--- src/rtl/rtc_bus_reader_pkg.sv ---
// Shared definitions for the RTC multiplexed-bus read engine: state encoding,
// default phase timings and the counter-load helper.
package rtc_bus_reader_pkg;

  typedef enum logic [2:0] {
    IDLE = 3'd0,
    ADDR = 3'd1,
    TURN = 3'd2,
    READ = 3'd3,
    REC  = 3'd4
  } state_t;

  localparam int DEF_N_ALE  = 4;
  localparam int DEF_N_TURN = 2;
  localparam int DEF_N_RD   = 6;
  localparam int DEF_N_REC  = 4;
  localparam int CNT_W      = 4;

  // The timer counts down to zero, so a phase of n cycles loads n-1.
  function automatic logic [CNT_W-1:0] phase_load(input int n);
    return CNT_W'(n - 1);
  endfunction

endpackage

--- src/rtl/rtc_bus_reader_phase_timer.sv ---
// Loadable 4-bit down-counter; tc flags that the current phase is in its last cycle.
module phase_timer
  import rtc_bus_reader_pkg::*;
(
  input  logic             clk,
  input  logic             reset,
  input  logic             load,
  input  logic [CNT_W-1:0] load_val,
  output logic             tc
);

  logic [CNT_W-1:0] count_reg;

  always_ff @(posedge clk or posedge reset) begin
    if (reset) begin
      count_reg <= '0;
    end else if (load) begin
      count_reg <= load_val;
    end else if (count_reg != '0) begin
      count_reg <= count_reg - 1'b1;
    end
  end

  assign tc = (count_reg == '0);

endmodule

--- src/rtl/rtc_bus_reader.sv ---
// Issues one read cycle on a multiplexed address/data RTC bus: address latch,
// turnaround, read strobe and recovery, each phase timed by phase_timer.
module rtc_bus_reader
  import rtc_bus_reader_pkg::*;
#(
  parameter int N_ALE  = DEF_N_ALE,
  parameter int N_TURN = DEF_N_TURN,
  parameter int N_RD   = DEF_N_RD,
  parameter int N_REC  = DEF_N_REC
) (
  input  logic       clk,
  input  logic       reset,
  input  logic       start,
  input  logic [7:0] addr,
  input  logic [7:0] ad_in,
  output logic [7:0] ad_out,
  output logic       ad_oe,
  output logic       cs_n,
  output logic       ale,
  output logic       rd_n,
  output logic       wr_n,
  output logic [7:0] dato,
  output logic       busy,
  output logic       done
);

  state_t           state_reg;
  logic             timer_load;
  logic [CNT_W-1:0] timer_val;
  logic             timer_tc;

  phase_timer u_timer (
    .clk      (clk),
    .reset    (reset),
    .load     (timer_load),
    .load_val (timer_val),
    .tc       (timer_tc)
  );

  // Reload the timer on every state entry with the length of the phase being entered.
  always_comb begin
    timer_load = 1'b0;
    timer_val  = '0;
    case (state_reg)
      IDLE: if (start) begin
        timer_load = 1'b1;
        timer_val  = phase_load(N_ALE);
      end
      ADDR: if (timer_tc) begin
        timer_load = 1'b1;
        timer_val  = phase_load(N_TURN);
      end
      TURN: if (timer_tc) begin
        timer_load = 1'b1;
        timer_val  = phase_load(N_RD);
      end
      READ: if (timer_tc) begin
        timer_load = 1'b1;
        timer_val  = phase_load(N_REC);
      end
      REC: if (timer_tc) begin
        timer_load = 1'b1;
        timer_val  = start ? phase_load(N_ALE) : '0;
      end
      default: ;
    endcase
  end

  // Outputs are registered and set for the state being entered, so strobes never glitch.
  always_ff @(posedge clk or posedge reset) begin
    if (reset) begin
      state_reg <= IDLE;
      cs_n      <= 1'b1;
      ale       <= 1'b0;
      rd_n      <= 1'b1;
      wr_n      <= 1'b1;
      ad_oe     <= 1'b0;
      ad_out    <= 8'h00;
      dato      <= 8'h00;
      busy      <= 1'b0;
      done      <= 1'b0;
    end else begin
      wr_n <= 1'b1;
      done <= 1'b0;
      case (state_reg)
        IDLE: if (start) begin
          state_reg <= ADDR;
          cs_n      <= 1'b0;
          ale       <= 1'b1;
          ad_oe     <= 1'b1;
          ad_out    <= addr;
          busy      <= 1'b1;
        end
        ADDR: if (timer_tc) begin
          state_reg <= TURN;
          ale       <= 1'b0;
          ad_oe     <= 1'b0;
          ad_out    <= 8'h00;
        end
        TURN: if (timer_tc) begin
          state_reg <= READ;
          rd_n      <= 1'b0;
        end
        READ: if (timer_tc) begin
          state_reg <= REC;
          rd_n      <= 1'b1;
          cs_n      <= 1'b1;
          dato      <= ad_in;
        end
        REC: if (timer_tc) begin
          done <= 1'b1;
          // The exit edge doubles as the IDLE accept edge so held start runs back-to-back.
          if (start) begin
            state_reg <= ADDR;
            cs_n      <= 1'b0;
            ale       <= 1'b1;
            ad_oe     <= 1'b1;
            ad_out    <= addr;
          end else begin
            state_reg <= IDLE;
            busy      <= 1'b0;
          end
        end
        default: begin
          state_reg <= IDLE;
          cs_n      <= 1'b1;
          ale       <= 1'b0;
          rd_n      <= 1'b1;
          ad_oe     <= 1'b0;
          ad_out    <= 8'h00;
          busy      <= 1'b0;
        end
      endcase
    end
  end

endmodule

--- config.mk ---
export PLATFORM = sky130hd
export DESIGN_NAME = rtc_bus_reader
export DESIGN_NICKNAME = d
export VERILOG_FILES = /design/src/rtl/rtc_bus_reader_pkg.sv /design/src/rtl/rtc_bus_reader_phase_timer.sv /design/src/rtl/rtc_bus_reader.sv
export SDC_FILE = /design/constraint.sdc
export NUM_CORES = 1
export LEC_CHECK = 0
export ABC_AREA = 0
export CORE_UTILIZATION = 49
export CTS_CLUSTER_SIZE = 12
export DETAILED_ROUTE_END_ITERATION = 10
export PLACE_DENSITY = 0.86
export REMOVE_ABC_BUFFERS = 1
export SYNTH_ARGS = -nofsm -noshare
export SYNTH_HDL_FRONTEND = slang
export SYNTH_SLANG_ARGS = --single-unit
--- constraint.sdc ---
create_clock -name clk -period 3.6 [get_ports clk]
set_input_delay 0.36 -clock clk [delete_from_list [all_inputs] [get_ports clk]]
set_output_delay 0.36 -clock clk [all_outputs]
set_load 0.05 [all_outputs]
-- Word-level counts from Yosys, hierarchy flattened
Cells that the tools add are included.
- reductions and logical operators: 15
- bitwise logic cells: 4
- equality and inequality tests: 10
- muxes and demuxes: 39
- add/subtract/negate cells: 1
- operator list (operator ; number):
    $pmux 8 s4 ; 1
    $mux 8 ; 3
    $pmux 4 s5 ; 1
    $mux 3 ; 6
    $mux 1 ; 16
    $pmux 3 s5 ; 1
    $mux 4 ; 3
    $ne 2x2->1 const B ; 6
    $pmux 1 s4 ; 3
    $reduce_and 3->1 ; 3
    $eq 3x2->1 const B ; 2
    $pmux 1 s3 ; 2
    $reduce_or 3->1 ; 2
    $reduce_and 5->1 ; 1
    $logic_not 4->1 ; 1
    $mux 2 ; 2
    $not 1->1 ; 4
    $reduce_and 4->1 ; 1
    $reduce_bool 4->1 ; 1
    $reduce_or 2->1 ; 2
    $reduce_or 4->1 ; 1
    $sub 4x1->4 const B ; 1
    $eq 3x1->1 const B ; 1
    $eq 3x3->1 const B ; 1
    4 further kinds ; 4
- word-level logic and storage cells: 79
- register bits: 29
- input bits: 19

-- Logic depth before layout (Yosys ltp)
Gate-level depths: netlist of the first run.
- depth in word-level cells: 4
- mapped depth: 8

-- Cells and area by module
A second synthesis of the first run with hierarchy kept.
- cell total of the unflattened synthesis: 142
- area total of the unflattened synthesis: 1506.4 um^2
- by module, submodules not included (module ; cells an instance ; seq. area each (um^2) ; area each (um^2) ; instances):
    rtc_bus_reader ; 119 ; 628.1 ; 1270.0 ; 1
    phase_timer ; 23 ; 100.1 ; 236.5 ; 1

-- Worst setup path after synthesis of the first run
Ideal clock, no wire load.
- kind: reg-to-reg
- start: register u_timer.count_reg[0]
- end: register dato[0]
- period minus slack after synthesis: 1.856 ns
- path buffers: 1
- cell stages (with the launch flop): 8
- setup slack: 1.744 ns
- data arrival time: 1.730 ns
- path through: dfrtp_1 inv_1 ha_1 nor3b_4 nand2_2 or3_1 buf_6 mux2_4
- word-level cells in the longest chain between the ends: 2
- RTL lines (what ; RTL line ; RTL):
    start, declared ; rtc_bus_reader_phase_timer.sv:12 ; logic [CNT_W-1:0] count_reg;
    start signal, assigned ; rtc_bus_reader_phase_timer.sv:18 ; count_reg <= load_val;
    start signal, assigned ; rtc_bus_reader_phase_timer.sv:20 ; count_reg <= count_reg - 1'b1;
    $logic_not 4->1 ; rtc_bus_reader_phase_timer.sv:24 ; assign tc = (count_reg == '0);
    $reduce_and 2->1 (no source line) ; -- ;
    end signal, assigned ; rtc_bus_reader.sv:108 ; dato <= ad_in;
    end, declared ; rtc_bus_reader.sv:22 ; output logic [7:0] dato,
No other way between the ends.
A chain may end at the register's enable or synchronous reset.

-- Worst setup path after layout of the first run
- start: register u_timer.count_reg[0]
- end: register dato[7]
Same word-level chain as after synthesis.

==> flow_metrics.py, run 1 <==
metrics = {
    "status": {
        "status": "finished, final reports clean",
    },
    "global_routing": {
        "grt_overflow": 0,
        "grt_pass1_vias": 1105,
        "grt_start_max_net_pins": 30,
        "grt_usage": 0.221,
        "grt_antenna_before_repair": 0,
        "grt_pass1_wl_um": 5200,
    },
    "routing": {
        "num_vias": 1077,
        "ant_nets": 0,
        "post_drt_wl_per_cell_um": 15.8,
        "drt_iter0_drc": 33,
        "firstDrtPassIters": 4,
        "vias_per_cell": 5.55,
        "wirelength_um": 3070,
        "post-route-drc-count": 0,
    },
    "worst_setup_path": {
        "reg2reg_slack_ns": 1.38,
        "criticalPathCategory": "reg -> reg",
        "cp.arrival_ns": 2.44,
        "cpPeakStageDelay_ns": 0.56,
        "crit_required_ns": 3.82,
        "crit_family": "simple AND/OR/NAND/NOR gates",
        "path_cells": "inv_1 > ha_1 > nor3b_4 > nand2_2 > or3_1 > mux2_4",
        "startpoint_type": "flop",
        "crit_buf_inv": 1,
        "r2r_start": "u_timer.count_reg[0]",
        "r2r_cells": 6,
        "path_max_fanout": 9,
        "cp-end-kind": "flop",
        "r2r_end": "dato[7]",
        "crit_slowest_cell": "or3_1",
    },
    "logic_synthesis": {
        "ys_seq_area_frac": 0.525,
        "synthXorXnorAreaFrac": 0.0126,
        "synth_top_area_cell": "dfrtp_1",
        "postSynthCellCount": 125,
        "ys_types": 35,
        "synth_area_per_cell_um2": 11.1,
        "synth_adder_area_share": 0.00902,
        "netlist_top_cells_area": "dfrtp_1 49%, mux2_4 8.7%, a22o_1 5.0%",
        "synth_compound_area_frac": 0.191,
        "syn_area_mm2": 0.00139,
        "synth_top_family_by_area": "compound AO/OA/AOI/OAI gates",
        "synth.area.mux_share": 0.0866,
        "synth_seq_cells": 29,
        "netlist.area_leader.share": 0.487,
        "yosysWarnings": 0,
        "yosys.area_share.simple": 0.124,
    },
    "power_and_ir_drop": {
        "p_int_uw": 1010,
        "power_uw": 1960,
        "p_sw_frac": 0.482,
        "pwr-share-clk": 0.094,
        "power_frac_comb": 0.585,
        "power_density_mw_per_mm2": 1070,
        "cellLeakagePower_uw": 0.000798,
        "peakVddDrop_v": 0.000755,
        "switchingPower_uw": 942,
        "pwr-share-seq": 0.321,
    },
    "place": {
        "post-place-ws_ns": 1.38,
        "numPortBuffers": 40,
        "gp_congestion": 0.878,
        "place_area_mm2": 0.00178,
        "hpwlAfterDp_um": 2200,
    },
    "cts": {
        "tritoncts": "built",
        "postCtsSetupBuffers": 0,
        "cts_htree_levels": 2,
        "cts_made_buffers": 5,
        "cts_buffer_depth": 2,
        "cts_resized": 0,
        "cts_hold_buf": 0,
        "cts_root_buf": "clkbuf_4",
        "cts.sinks": 29,
        "insertion_delay_ns": 0.33,
        "clkTransAtPathRegs_ns": 0.09,
    },
    "cells_and_area": {
        "final_cell_mix": "40 x clkdlybuf4s50_1, 27 x dfrtp_1, 12 x a21oi_1, 9 x o21ai_0",
        "fin_nets": 183,
        "drive_gt1_frac": 0.146,
        "design_area_mm2": 0.00183,
        "layout_commonest_cell": "clkdlybuf4s50_1",
        "insertedDiodeCount": 0,
        "fillers": 201,
        "area_growth_pct": 31.7,
    },
    "floorplanning": {
        "rows": 18,
        "dieArea_mm2": 0.00305,
        "die_h_um": 55.2,
        "core_mm2": 0.00257,
        "num_io_pins": 42,
        "die_w_um": 55.2,
        "start_util": 0.540,
    },
    "sta": {
        "hold_viol": 0,
        "worst_slack_ns": 1.38,
        "setup_tns_ns": 0,
        "slew_violations": 0,
        "setup_viol": 0,
        "max_freq_ghz": 0.449,
        "tightest_slew_ns": 1.04,
        "max_slew_margin": 0.307,
        "rsz0062_at_grt": "false",
        "fin_skew_ns": 0.00532,
        "period_share": 0.618,
        "post-route-min-period_ns": 2.22,
    },
    "hold_path": {
        "hp-start": "dato[3]",
        "min_path_type": "reg -> reg",
        "hold_depth": 1,
        "worstHoldEndpoint": "dato[3]",
    },
    "run": {
        "maxCapViolations": 0,
    },
}
[kinds of logic after synthesis]
logic type | count (synthesis)
XOR/XNOR | 2
other | 1
flip-flops | 29
AND/OR/NAND/NOR | 31
adder cells (fa/ha/maj) | 1
buffers and inverters | 14
AO/OA/AOI/OAI | 39
multiplexers | 8
[metrics by stage]
stage	cells	utilization	hold slack, ns
floorplan	116	-	0.437
global placement	186	0.692	0.490
detailed placement	186	0.692	0.490
CTS	194	0.712	0.517
global route	194	0.712	0.539
finish	194	0.712	0.512
[worst max-delay path by stage]
stage                     cells past startpoint        end                 start  slack [ns]
final                                         6    dato[7]  u_timer.count_reg[0]        1.38
after global placement                        6    dato[0]  u_timer.count_reg[0]        1.45
after global routing                          6  ad_out[7]  u_timer.count_reg[0]        1.26
after detailed placement                      6    dato[7]  u_timer.count_reg[0]        1.38
after CTS                                     6    dato[7]  u_timer.count_reg[0]        1.38
after floorplan                               6    dato[0]  u_timer.count_reg[0]        1.64
[power by group through the flow]
stage	Combinational, µW	Clock (µW)	Sequential, µW
CTS	1150	194	626
global route	1210	208	650
floorplan	407	0	1010
global placement	1120	0	618
finish	1140	184	627
detailed placement	1150	0	629
[layer usage]
metal  global-route usage  share of wire  vias to the layer above
li1                     -              -                      521
met1                0.250           0.41                      512
met2                0.392           0.52                       38
met3               0.0609          0.054                        6
met4               0.0857          0.012                        0
met5                    0              0                        -
[cell type report]
type,count,area (µm²),share of cell area
Clock buffer,6,41.3,0.0226
Clock inverter,2,10.0,0.00548
Inverter,5,18.8,0.0103
Multi-Input combinational cell,82,592,0.324
Sequential cell,29,728,0.398
Tap cell,30,37.5,0.0205
Timing Repair Buffer,40,400,0.219
[cell usage after synthesis (all sizes together)]
cell    instances
clkbuf          4
buf             5
inv             5
conb            1
nand2b          2
nor2            7
xnor2           2
a21boi          1
o22ai           2
or3b            2
or3             2
nand3           1
a22o            8
nand2           7
or2             1
nor3            6
a21oi          12
a311oi          1
ha              1
o32a            2
a211oi          2
dfrtp          27
mux2            8
dfstp           2
o31a            1
and3            1
nor3b           2
o211ai          1
o21ai           9
(Power assumes the default switching activity.)
==> inputs of run 2 (changes only) <==
- CORE_UTILIZATION: 49 -> 41
- PLACE_DENSITY: 0.86 -> 0.77
- clock period: 3.6 -> 1.9 ns (I/O delays scaled with it)
==> run 2 against run 1 <==
Die area increased by 19%; non-clock buffer count rose by 11; sequential cell count is the same; sequential power grew 82%; final area increased by 6.7%; worst hold slack worse by 0.27 ns; clock-buffer cell count rose by 1; register-to-register slack got worse by 1.3 ns; critical endpoint unchanged; largest cell class unchanged.
==> flow_metrics.py, run 2 (same netlist as run 1, synthesis figures left out) <==
metrics = {
    "cts": {
        "cts_hold_buf": 0,
        "postCtsSetupBuffers": 0,
        "clkTransAtPathRegs_ns": 0.09,
        "tritoncts": "built",
        "cts_buffer_depth": 2,
        "cts_htree_levels": 2,
        "cts_root_buf": "clkbuf_4",
        "cts_made_buffers": 5,
        "insertion_delay_ns": 0.32,
        "cts.sinks": 29,
    },
    "worst_setup_path": {
        "criticalPathCategory": "reg -> reg",
        "path_cells": "inv_1 > ha_4 > nor3b_4 > nand2_2 > or3_1 > buf_6 > mux2_4",
        "cpPeakStageDelay_ns": 0.38,
        "startpoint_type": "flop",
        "crit_required_ns": 2.11,
        "cp.arrival_ns": 2.04,
        "path_max_fanout": 9,
        "crit_slowest_cell": "dfrtp_1",
        "cp-startpoint": "u_timer.count_reg[0]",
        "cp-end-kind": "flop",
        "r2r_start": "u_timer.count_reg[0]",
    },
    "place": {
        "hpwlAfterDp_um": 2270,
        "gp_congestion": 0.822,
        "numPortBuffers": 40,
        "place_area_mm2": 0.00187,
        "post-place-ws_ns": -0.000337,
    },
    "sta": {
        "worst_slack_ns": 0.0694,
        "rsz0062_at_grt": "false",
        "fin_skew_ns": 0.00496,
        "setup_viol": 0,
        "tightest_slew_ns": 0.507,
        "max_slew_margin": 0.661,
        "hold_ws_ns": 0.243,
        "hold_viol": 0,
        "period_share": 0.963,
        "slew_violations": 0,
        "max_freq_ghz": 0.546,
        "post-route-min-period_ns": 1.83,
    },
    "floorplanning": {
        "start_util": 0.444,
        "num_io_pins": 42,
        "die_h_um": 60.2,
        "core_mm2": 0.00313,
        "dieArea_mm2": 0.00362,
        "die_w_um": 60.2,
        "rows": 20,
    },
    "global_routing": {
        "grt_pass1_wl_um": 5130,
        "grt_overflow": 0,
        "grt_antenna_before_repair": 0,
        "grt_usage": 0.196,
        "grt_start_max_net_pins": 30,
        "grt_pass1_vias": 1134,
    },
    "routing": {
        "post-route-drc-count": 0,
        "post_drt_wl_per_cell_um": 14.6,
        "ant_nets": 0,
        "wirelength_um": 3180,
        "vias_per_cell": 5.30,
        "num_vias": 1155,
        "firstDrtPassIters": 4,
        "drt_iter0_drc": 46,
    },
    "power_and_ir_drop": {
        "power_density_mw_per_mm2": 1980,
        "cellLeakagePower_uw": 0.000859,
        "peakVddDrop_v": 0.00105,
    },
    "cells_and_area": {
        "final_cell_mix": "38 x clkdlybuf4s50_1, 27 x dfrtp_1, 12 x a21oi_1, 12 x buf_4, 9 x o21ai_0",
        "drive_gt1_frac": 0.230,
        "fin_nets": 194,
        "insertedDiodeCount": 0,
        "area_growth_pct": 40.6,
        "design_area_mm2": 0.00195,
        "layout_commonest_cell": "clkdlybuf4s50_1",
    },
    "status": {
        "status": "finished, final reports clean",
    },
    "hold_path": {
        "min_path_type": "in -> async",
    },
    "run": {
        "maxCapViolations": 0,
    },
}
## run 2: final timing paths
path | end | slack [ns] | depth (start not counted)
max in group asynchronous | rd_n | 1.35 | 3
setup reg to reg | dato[7] | 0.07 | 7
setup / recovery | dato[7] | 0.07 | 7
min in group clk | ad_out[6] | 0.46 | 2
hold / removal | dato[4] | 0.24 | 3
hold reg to reg | ad_out[3] | 0.52 | 1
## run 2: routing by layer
layer / vias to the layer above / share of wire / GRT usage
met5: - / 0 / 0
met2: 48 / 0.49 / 0.330
met4: 0 / 0.0079 / 0.0565
li1: 540 / - / -
met3: 3 / 0.070 / 0.0758
met1: 564 / 0.43 / 0.230
## run 2: repair_timing
action	in CTS	in global routing
setup endpoints to repair	7	21
resized for setup	1	5
pin swaps	0	1
endpoints found under the hold margin	0	0
## run 2: stage by stage
stage                     utilization  std cells  power, µW  setup TNS [ns]
final                           0.624        218       3870               0
after global routing            0.624        218       4100               0
after CTS                       0.617        218       3850               0
after detailed placement        0.598        211       3460       -0.000337
after global placement          0.598        211       3390               0
after floorplan                     -        116       2680          -0.455
## run 2: power breakdown
part           switching, µW  leakage (µW)  internal (µW)
sequential               226      0.000351            916
clock                    199     0.0000314            174
combinational           1390      0.000477            965
## run 2: area by class of cell
cell class	count	area, µm²
Multi-Input combinational cell	82	612
Inverter	5	18.8
Fill cell	265	1180
Sequential cell	29	728
Tap cell	44	55.1
Clock buffer	7	55.1
Timing Repair Buffer	51	482
## run 2: worst max-delay path: cells and delay by family (launching register included)
kind                       cells  cell delay [ns]
buffers and inverters          2             0.27
adders and majority gates      1             0.16
and+or+nand+nor                3             0.62
DFF                            1             0.38
muxes                          1             0.30
==> inputs of run 3 (changes only) <==
- SLEW_MARGIN: default -> 20
==> results of run 3 <==
The final DEF is identical to that of run 2; final timing and power are the same.
